## src/rtl/chunked_bla_subtractor_pkg.sv

```systemverilog
// Shared types and helpers for the chunked borrow-lookahead subtractor.
package sub_pkg;

  typedef enum logic [1:0] {
    IDLE = 2'd0,
    RUN  = 2'd1,
    DONE = 2'd2
  } state_e;

  function automatic int sub_width(input int n, input int words);
    return n * words;
  endfunction

endpackage

```

## src/rtl/chunked_bla_subtractor_if.sv

```systemverilog
// Operand/result handshake bundle for chunked_bla_subtractor.
// The master side drives operands and accepts results; the slave side is the subtractor.
interface chunked_bla_subtractor_if #(
  parameter int N     = 4,
  parameter int WORDS = 4
) ();
  import sub_pkg::*;

  localparam int W = sub_width(N, WORDS);

  logic         in_valid;
  logic         in_ready;
  logic [W-1:0] a;
  logic [W-1:0] b;
  logic         bin;
  logic         out_valid;
  logic         out_ready;
  logic [W-1:0] diff;
  logic         bout;
  logic         zero;
  logic         ovf;

  modport master (
    output in_valid, a, b, bin, out_ready,
    input  in_ready, out_valid, diff, bout, zero, ovf
  );

  modport slave (
    input  in_valid, a, b, bin, out_ready,
    output in_ready, out_valid, diff, bout, zero, ovf
  );

endinterface

```

## src/rtl/chunked_bla_subtractor_bla.sv

```systemverilog
// Combinational N-bit borrow-lookahead subtract slice: d = x - y - bi, bo = borrow out.
module bla_subtractor #(
  parameter int N = 4
) (
  input  logic [N-1:0] x,
  input  logic [N-1:0] y,
  input  logic         bi,
  output logic [N-1:0] d,
  output logic         bo
);

  logic [N-1:0] g_s;
  logic [N-1:0] p_s;
  logic [N-1:0] grp_g_s;
  logic [N-1:0] grp_p_s;
  logic [N:0]   br_s;

  // Prefix group generate/propagate so every borrow is a direct function of bi.
  always_comb begin
    g_s     = ~x & y;
    p_s     = ~(x ^ y);
    grp_g_s = {N{1'b0}};
    grp_p_s = {N{1'b0}};
    br_s    = {(N + 1){1'b0}};
    br_s[0] = bi;
    grp_g_s[0] = g_s[0];
    grp_p_s[0] = p_s[0];
    for (int i = 1; i < N; i++) begin
      grp_g_s[i] = g_s[i] | (p_s[i] & grp_g_s[i-1]);
      grp_p_s[i] = p_s[i] & grp_p_s[i-1];
    end
    for (int i = 0; i < N; i++) begin
      br_s[i+1] = grp_g_s[i] | (grp_p_s[i] & bi);
    end
    d  = x ^ y ^ br_s[N-1:0];
    bo = br_s[N];
  end

endmodule

```

## src/rtl/chunked_bla_subtractor.sv

```systemverilog
// Multi-cycle wide subtractor: a - b - bin over N*WORDS bits, one chunk per clock.
// Zero/overflow flag logic is built only when SUB_FLAGS_EN is defined.
import sub_pkg::*;

module chunked_bla_subtractor #(
  parameter int N     = 4,
  parameter int WORDS = 4
) (
  input  logic                    clk,
  input  logic                    rst_n,
  chunked_bla_subtractor_if.slave bus
);

  localparam int W  = sub_width(N, WORDS);
  localparam int IW = (WORDS > 1) ? $clog2(WORDS) : 1;
  localparam logic [IW-1:0] IDX_LAST = IW'(WORDS - 1);

  state_e        state_q;
  logic [W-1:0]  a_q;
  logic [W-1:0]  b_q;
  logic [W-1:0]  diff_q;
  logic [IW-1:0] idx_q;
  logic          borrow_q;
  logic          in_ready_q;
  logic          out_valid_q;
  logic          bout_q;

  logic [N-1:0]  x_s;
  logic [N-1:0]  y_s;
  logic [N-1:0]  d_s;
  logic          bo_s;
  logic          accept_s;
  logic          last_s;

  // Steer the active chunk of the captured operands into the shared slice.
  always_comb begin
    x_s      = a_q[int'(idx_q) * N +: N];
    y_s      = b_q[int'(idx_q) * N +: N];
    accept_s = (state_q == IDLE) && bus.in_valid && in_ready_q;
    last_s   = (idx_q == IDX_LAST);
  end

  bla_subtractor #(.N(N)) u_slice (
    .x  (x_s),
    .y  (y_s),
    .bi (borrow_q),
    .d  (d_s),
    .bo (bo_s)
  );

`ifdef SUB_FLAGS_EN
  logic [W-1:0] diff_done_s;
  logic         zero_q;
  logic         ovf_q;

  // Full result as it will stand once the final chunk lands, for the flags.
  always_comb begin
    diff_done_s = diff_q;
    diff_done_s[int'(idx_q) * N +: N] = d_s;
  end
`endif

  // Control FSM with all datapath registers and registered outputs.
  always_ff @(posedge clk or negedge rst_n) begin
    if (!rst_n) begin
      state_q     <= IDLE;
      a_q         <= {W{1'b0}};
      b_q         <= {W{1'b0}};
      diff_q      <= {W{1'b0}};
      idx_q       <= {IW{1'b0}};
      borrow_q    <= 1'b0;
      in_ready_q  <= 1'b1;
      out_valid_q <= 1'b0;
      bout_q      <= 1'b0;
`ifdef SUB_FLAGS_EN
      zero_q      <= 1'b0;
      ovf_q       <= 1'b0;
`endif
    end else begin
      case (state_q)
        IDLE: begin
          if (accept_s) begin
            a_q        <= bus.a;
            b_q        <= bus.b;
            borrow_q   <= bus.bin;
            idx_q      <= {IW{1'b0}};
            in_ready_q <= 1'b0;
            state_q    <= RUN;
          end
        end
        RUN: begin
          diff_q[int'(idx_q) * N +: N] <= d_s;
          borrow_q <= bo_s;
          if (last_s) begin
            idx_q       <= {IW{1'b0}};
            bout_q      <= bo_s;
            out_valid_q <= 1'b1;
            state_q     <= DONE;
`ifdef SUB_FLAGS_EN
            zero_q <= (diff_done_s == {W{1'b0}});
            ovf_q  <= (a_q[W-1] != b_q[W-1]) && (diff_done_s[W-1] != a_q[W-1]);
`endif
          end else begin
            idx_q <= idx_q + IW'(1);
          end
        end
        DONE: begin
          if (bus.out_ready) begin
            out_valid_q <= 1'b0;
            in_ready_q  <= 1'b1;
            state_q     <= IDLE;
          end
        end
        default: begin
          state_q     <= IDLE;
          in_ready_q  <= 1'b1;
          out_valid_q <= 1'b0;
        end
      endcase
    end
  end

  assign bus.in_ready  = in_ready_q;
  assign bus.out_valid = out_valid_q;
  assign bus.diff      = diff_q;
  assign bus.bout      = bout_q;
`ifdef SUB_FLAGS_EN
  assign bus.zero      = zero_q;
  assign bus.ovf       = ovf_q;
`else
  assign bus.zero      = 1'b0;
  assign bus.ovf       = 1'b0;
`endif

endmodule

```

## src/flat_wrapper.sv

```systemverilog
// flat-port wrapper written by rule: the top's interface ports become plain ports
module chunked_bla_subtractor_flat 
#(
  parameter int N     = 4,
  parameter int WORDS = 4
)
  (clk, rst_n, bus_in_valid, bus_a, bus_b, bus_bin, bus_out_ready, bus_in_ready, bus_out_valid, bus_diff, bus_bout, bus_zero, bus_ovf);
  chunked_bla_subtractor_if #(.N(N), .WORDS(WORDS)) bus_i ();
  input  logic clk;
  input  logic rst_n;
  input wire logic [$bits(bus_i.in_valid)-1:0] bus_in_valid;
  input wire logic [$bits(bus_i.a)-1:0] bus_a;
  input wire logic [$bits(bus_i.b)-1:0] bus_b;
  input wire logic [$bits(bus_i.bin)-1:0] bus_bin;
  input wire logic [$bits(bus_i.out_ready)-1:0] bus_out_ready;
  output wire logic [$bits(bus_i.in_ready)-1:0] bus_in_ready;
  output wire logic [$bits(bus_i.out_valid)-1:0] bus_out_valid;
  output wire logic [$bits(bus_i.diff)-1:0] bus_diff;
  output wire logic [$bits(bus_i.bout)-1:0] bus_bout;
  output wire logic [$bits(bus_i.zero)-1:0] bus_zero;
  output wire logic [$bits(bus_i.ovf)-1:0] bus_ovf;
  assign bus_i.in_valid = bus_in_valid;
  assign bus_i.a = bus_a;
  assign bus_i.b = bus_b;
  assign bus_i.bin = bus_bin;
  assign bus_i.out_ready = bus_out_ready;
  assign bus_in_ready = bus_i.in_ready;
  assign bus_out_valid = bus_i.out_valid;
  assign bus_diff = bus_i.diff;
  assign bus_bout = bus_i.bout;
  assign bus_zero = bus_i.zero;
  assign bus_ovf = bus_i.ovf;
  chunked_bla_subtractor #(.N(N), .WORDS(WORDS)) u_core (.clk(clk), .rst_n(rst_n), .bus(bus_i));
endmodule
```

## config.mk

```make
export PLATFORM = sky130hd
export DESIGN_NAME = chunked_bla_subtractor_flat
export DESIGN_NICKNAME = d
export VERILOG_FILES = /design/src/rtl/chunked_bla_subtractor_pkg.sv /design/src/rtl/chunked_bla_subtractor_if.sv /design/src/rtl/chunked_bla_subtractor_bla.sv /design/src/rtl/chunked_bla_subtractor.sv /design/src/flat_wrapper.sv
export SDC_FILE = /design/constraint.sdc
export NUM_CORES = 1
export LEC_CHECK = 0
export CORE_MARGIN = 2
export CORE_UTILIZATION = 56
export CTS_BUF_LIST = sky130_fd_sc_hd__clkbuf_2
export CTS_CLUSTER_SIZE = 25
export DETAILED_ROUTE_END_ITERATION = 10
export GPL_TIMING_DRIVEN = 0
export HOLD_SLACK_MARGIN = 0.05
export PLACE_DENSITY_LB_ADDON = 0.08
export SETUP_SLACK_MARGIN = 0.4
export SYNTH_ARGS = -nofsm -noshare
export SYNTH_HDL_FRONTEND = slang
export SYNTH_SLANG_ARGS = --single-unit
```

## constraint.sdc

```tcl
create_clock -name clk -period 6.3 [get_ports clk]
set_clock_uncertainty 0.2 [all_clocks]
set_input_delay 1.26 -clock clk [delete_from_list [all_inputs] [get_ports clk]]
set_output_delay 1.26 -clock clk [all_outputs]
set_load 0.05 [all_outputs]
```

* Word level (Yosys, flattened, before mapping) *
Cells that the tools add are included.

storage, ports and cells
  bits in registers = 56
  latch bits = 0
  RAM bits = 0
  memory bits (read-only) = 0
  input port bits = 37
  output and inout bits = 21
  logic and storage cells = 71
  memories kept = 0

operators by class
  add/sub/neg operators = 2
  multiply operators = 0
  divide/modulo/power cells = 0
  order comparisons = 0
  equality and inequality tests = 6
  shifts and indexed selects = 4
  mux-type cells = 16
  bitwise gates (word level) = 24
  reduce and logical (&&, ||, !) cells = 10

operator list
  kind                                                    number
  negation 4 -> 33 bit                                    1
  variable shift 4 x 33 -> 16 bit (first input constant)  1
  indexed part select 4 x 33 -> 16 bit                    1
  indexed part select 16 x 5 -> 4 bit                     2
  bitwise mux 16 bit                                      1
  bitwise AND 1 bit                                       10
  two-way mux 2 bit                                       5
  AND reduction 3 bit                                     3
  NOT 4 bit                                               2
  bitwise XOR 4 bit                                       2
  bitwise OR 1 bit                                        7
  case mux 1 bit (3 select lines)                         2
  case mux 2 bit (3 select lines)                         1
  AND reduction 2 bit                                     3
  two-way mux 1 bit                                       5
  bitwise AND 4 bit                                       1
  equality test 2 bit (second input constant)             2
  inequality test 2 x 1 -> 1 bit (second input constant)  2
  case mux 2 bit (2 select lines)                         1
  adder 2 x 1 -> 2 bit (second input constant)            1
  equality test 2 x 1 -> 1 bit (second input constant)    1
  logical AND 1 bit                                       2
  zero test 2 bit                                         1
  inequality test 2 bit (second input constant)           1
  other kinds (3)                                         4

* Logic depth before layout (Yosys ltp) *
  word-level depth = 11
  mapped depth = 9
  mapped depth without buffers = 7

* Modules after synthesis *
Synthesis repeated with hierarchy kept, for this count alone.

unflattened totals
  cell total of the unflattened synthesis = 195
  area total of the unflattened synthesis = 2,785.2 µm²

modules (own cells, without submodules)
  module                  times used  cells an instance  area an instance (µm²)  seq. area each (µm²)
  chunked_bla_subtractor  1           176                2,630.0                 1,402.6
  bla_subtractor          1           19                 155.1                   0.0

* Worst setup path after synthesis *
Ideal clock, no wire load.

  kind = register -> register
  from = reg u_core.idx_q[0]
  to = reg u_core.diff_q[15] (netlist: u_core.bus.diff[15])
  library setup time = 121 ps
  data arrival time = 2,319 ps
  required time = 5,979 ps
  path slack = 3,660 ps
  cell stages (with the launch flop) = 9
  path buffers = 2
  clock period less this slack = 2,640 ps
  cell sequence = dfrtp_1 > buf_2 > buf_2 > mux4_2 > ha_1 > a21oi_1 > o22ai_1 > nand2b_1 > a22o_1

between the ends
  longest elaborated chain between the ends = 11
  elaborated cells between the ends (all ways) = 23
  those cells by class = add/sub (1); shift (4); mux (1); bitwise (17)

ends and longest elaborated chain
  what                                                    RTL line                                                                                              text
  from (decl)                                             chunked_bla_subtractor.sv:22                                                                          logic [IW-1:0] idx_q;
  from (signal assigned)                                  chunked_bla_subtractor.sv:70                                                                          idx_q <= {IW{1'b0}};
  from (signal assigned)                                  chunked_bla_subtractor.sv:86                                                                          idx_q <= {IW{1'b0}};
  from (signal assigned)                                  chunked_bla_subtractor.sv:95                                                                          idx_q <= {IW{1'b0}};
  indexed part select 16 x 5 -> 4 bit (on tied branches)  chunked_bla_subtractor.sv:37, chunked_bla_subtractor.sv:38
  bitwise XOR 4 bit or NOT 4 bit (tied branches)          chunked_bla_subtractor_bla.sv:21, chunked_bla_subtractor_bla.sv:35, chunked_bla_subtractor_bla.sv:20
  NOT 4 bit or bitwise AND 4 bit (tied branches)          chunked_bla_subtractor_bla.sv:21, chunked_bla_subtractor_bla.sv:20
  bitwise AND 1 bit                                       chunked_bla_subtractor_bla.sv:29                                                                      grp_g_s[i] = g_s[i] | (p_s[i] & grp_g_s[i-1]);
  bitwise OR 1 bit                                        chunked_bla_subtractor_bla.sv:29
  bitwise AND 1 bit                                       chunked_bla_subtractor_bla.sv:29
  bitwise OR 1 bit                                        chunked_bla_subtractor_bla.sv:29
  bitwise OR 1 bit                                        chunked_bla_subtractor_bla.sv:33                                                                      br_s[i+1] = grp_g_s[i] | (grp_p_s[i] & bi);
  bitwise XOR 4 bit                                       chunked_bla_subtractor_bla.sv:35                                                                      d = x ^ y ^ br_s[N-1:0];
  indexed part select 4 x 33 -> 16 bit                    chunked_bla_subtractor.sv:92                                                                          diff_q[int'(idx_q) * N +: N] <= d_s;
  bitwise mux 16 bit (*)                                  chunked_bla_subtractor.sv:92
  to (signal assigned)                                    chunked_bla_subtractor.sv:69                                                                          diff_q <= {W{1'b0}};
  to (signal, indexed assignment)                         chunked_bla_subtractor.sv:92
  to (decl)                                               chunked_bla_subtractor.sv:21                                                                          logic [W-1:0] diff_q;

Every way passes the cells marked *; elsewhere a longest branch is shown, timed or not.
A chain may end at the register's enable or synchronous reset.

* Worst setup path in the final report *
  from = reg u_core.in_ready_q (netlist: u_core.bus.in_ready)
  to = out bus_in_ready

RTL lines
  what                    RTL line                       text
  from (decl)             chunked_bla_subtractor.sv:24   logic in_ready_q;
  from (signal assigned)  chunked_bla_subtractor.sv:72   in_ready_q <= 1'b1;
  from (signal assigned)  chunked_bla_subtractor.sv:87   in_ready_q <= 1'b0;
  from (signal assigned)  chunked_bla_subtractor.sv:110  in_ready_q <= 1'b1;
  to (decl)               flat_wrapper.sv:16             output wire logic [$bits(bus_i.in_ready)-1:0] bus_in_ready;

No word-level cell between the ends.

==> out/qor.txt <==
status -> finished, final reports clean
Detail Route Antenna Nets -> 0
Max H-tree Level -> 2
Yosys cell types -> 35
Pwr per Cell Area -> 510 nW/µm²
Total Wirelength -> 5.12 mm
I/O pin count -> 58
critical path peak fanout -> 5
# Max-Cap Violations -> 0
CTS root buf -> clkbuf_2
min cycle time layout -> 3.30 ns
post-synth top area cell -> dfrtp_1
Clk pwr share -> 7.9%
RSZ-0062 raised after global routing -> no
Layout area overhead -> 25.5%
Ys Warns -> 0
count of input and output buffers -> 55
Setup CP Type -> register to output port
total power -> 1700 µW
top-area cell type share of the netlist area -> 51.9%
post-CTS setup buffer count -> 0
fin area -> 3330 µm²
register area share after synthesis -> 52.9%
final setup fails -> 0
largest net degree at the start of global routing -> 32
synthesized flop and latch total -> 56
P_int -> 947 µW
Bufs on Longest Clock Path -> 2
Leak -> 0.00148 µW
initial antenna violation count -> 0
Req. time, crit path -> 4.84 ns
# rows -> 25
fin util -> 71.9%
Post-Syn Area per Cell -> 12.7 µm²
Post-synth top cells -> dfrtp_1 (55), mux2_2 (28), nand2_1 (23)
wire per inst -> 15.6 µm
Fin. Hold Viols -> 0
setup_tns -> 0 ns
Slew @ Worst Pin -> 0.599 ns
Sw Pwr -> 749 µW
vias in the first global route -> 1906
Synth Flop Type -> dfrtp_1
worst IR drop on VDD -> 0.266 mV
critical path's largest stage delay -> 0.80 ns
Seq pwr share -> 35.1%
CTS Hold Bufs -> 0
First-pass DRT Iterations -> 4
quantity of gates resized following cts -> 0
DR iter-0 viols -> 91
total grt overflow -> 0
Cell Area, Synth -> 2650 µm²
Synth area leaders -> dfrtp_1 (52%), mux2_2 (12%), mux4_2 (6.8%), ha_1 (4.7%), nand2_1 (3.3%)
DP Wirelength -> 3.97 mm
All-Layer GR Usage -> 22.1%
crit path cell chain -> clkdlybuf4s50_1
Initial Utilization -> 57.3%
via count -> 1795
FFs w/ async S/R, synth -> 100%
Logic pwr share -> 57.0%
Post-DP Area -> 3290 µm²
crit start category -> register
clk slew on worst S/H paths -> 0.25 ns
GPL Wtd Cong -> 0.858
Post-synth EDFFs -> 0
clk_lat worst skew -> 0.42 ns
Die Span X -> 72.8 µm
Slew Viols, Final -> 0
Final Cycle Share -> 52.4%
headroom to the max-slew limit -> 60.1%
die height -> 72.8 µm
Mapped Cells -> 209
Remaining DRCs -> 0
cts bufs inserted -> 5
switching portion of total power -> 44.2%
worst endpoint data arrival time -> 1.84 ns
via/cell ratio -> 5.47
Core ar. -> 4630 µm²
worst hold path class -> register to register
endpoint class of the critical path -> output port
worst path bufs/invs -> 1
fin nets -> 321
clk sink count -> 56
Fmax -> 0.303 GHz
share of cells above drive strength 1 -> 20.8%
# diodes -> 0
most common cell in the netlist -> dfrtp_1
die area -> 5300 µm²
CTS tree -> done
Crit-path slowest cell -> clkdlybuf4s50_1
first-pass GRT wire length -> 8.87 mm
Largest delay share family, worst path -> buffers and inverters
-- logic make-up (layout without fill, tap and decap cells) --
kind of cell	Yosys count	count (layout)	synth area share [%]
flip-flops	56	56	52.9
AND/OR/NAND/NOR	41	41	7.69
multiplexers	40	40	20.4
AO/OA/AOI/OAI	36	36	8.21
buffers and inverters	22	86	4.53
adder cells (fa/ha/maj)	11	11	5.47
XOR/XNOR	2	2	0.661
other	1	2	0.141
-- cell type report --
cell class	instances	area [µm²]
sequential	56	1400
fill	348	1300
multi-input combinational	132	1130
timing repair buffer	56	566
buffer	10	75.1
tap	54	67.6
inverter	12	45.0
clock buffer	7	35.0
clock inverter	1	3.75
-- flip-flops by register name, indices dropped and copies added, names as in the netlist --
name and cells:
u_core.a_q 16, u_core.b_q 16, u_core.borrow_q 1, u_core.bus.bout 1
u_core.bus.diff 16, u_core.bus.in_ready 1, u_core.bus.out_valid 1, u_core.idx_q 2
u_core.state_q 2
-- metrics by stage --
stage                     cells  hold slack, ns  setup WS, ns
after global placement      319           0.264          2.09
after detailed placement    320           0.273          3.12
after floorplan             210           0.252          3.66
after CTS                   328           0.327          2.96
final                       328           0.320          3.00
after global routing        328           0.353          2.93
-- per-layer routing --
layer | global-route usage [%] | part of all wire [%] | routed length [µm]
met1 | 29.2 | 43 | 2200
met2 | 36.0 | 52 | 2640
met3 | 3.59 | 4.2 | 216
met4 | 9.88 | 1.1 | 57
met5 | 0 | 0 | 0
-- path summary, 6_finish.rpt --
kind                                           from                 end  slack, ns  cells after the start
worst min-delay path             u_core.bus.diff[8]  u_core.bus.diff[8]       0.32                      2
max in group asynchronous                     rst_n      u_core.b_q[14]       4.74                      2
worst min register to register   u_core.bus.diff[8]  u_core.bus.diff[8]       0.32                      2
worst max-delay path            u_core.bus.in_ready        bus_in_ready       3.00                      1
worst max register to register      u_core.idx_q[0]  u_core.bus.diff[2]       3.23                      8
min in group asynchronous                     rst_n      u_core.b_q[12]       0.59                      1
-- cells in the final DEF (no fill, tap or decap), types with 2 or more instances in the layout --
cell and instances:
conb_1 2, buf_2 4, buf_4 3, mux4_2 8, inv_1 12, nand2_1 23
xor2_1 2, nor2_1 6, a21oi_1 5, o31ai_1 3, a22o_1 4, o21bai_1 2
mux2_2 28, clkbuf_2 7, dfrtp_1 55, nand4_1 3, ha_1 10, buf_6 3
clkdlybuf4s50_1 54, o21ai_0 17, mux2_1 4, nor2b_1 2
-- power groups by stage --
stage | Clock, µW | Sequential, µW | Combinational, µW
after floorplan | 0 | 710 | 567
after global placement | 0 | 598 | 944
after detailed placement | 0 | 609 | 969
after CTS | 141 | 599 | 973
after global routing | 151 | 614 | 1060
final | 134 | 596 | 966
(Power assumes the default switching activity.)
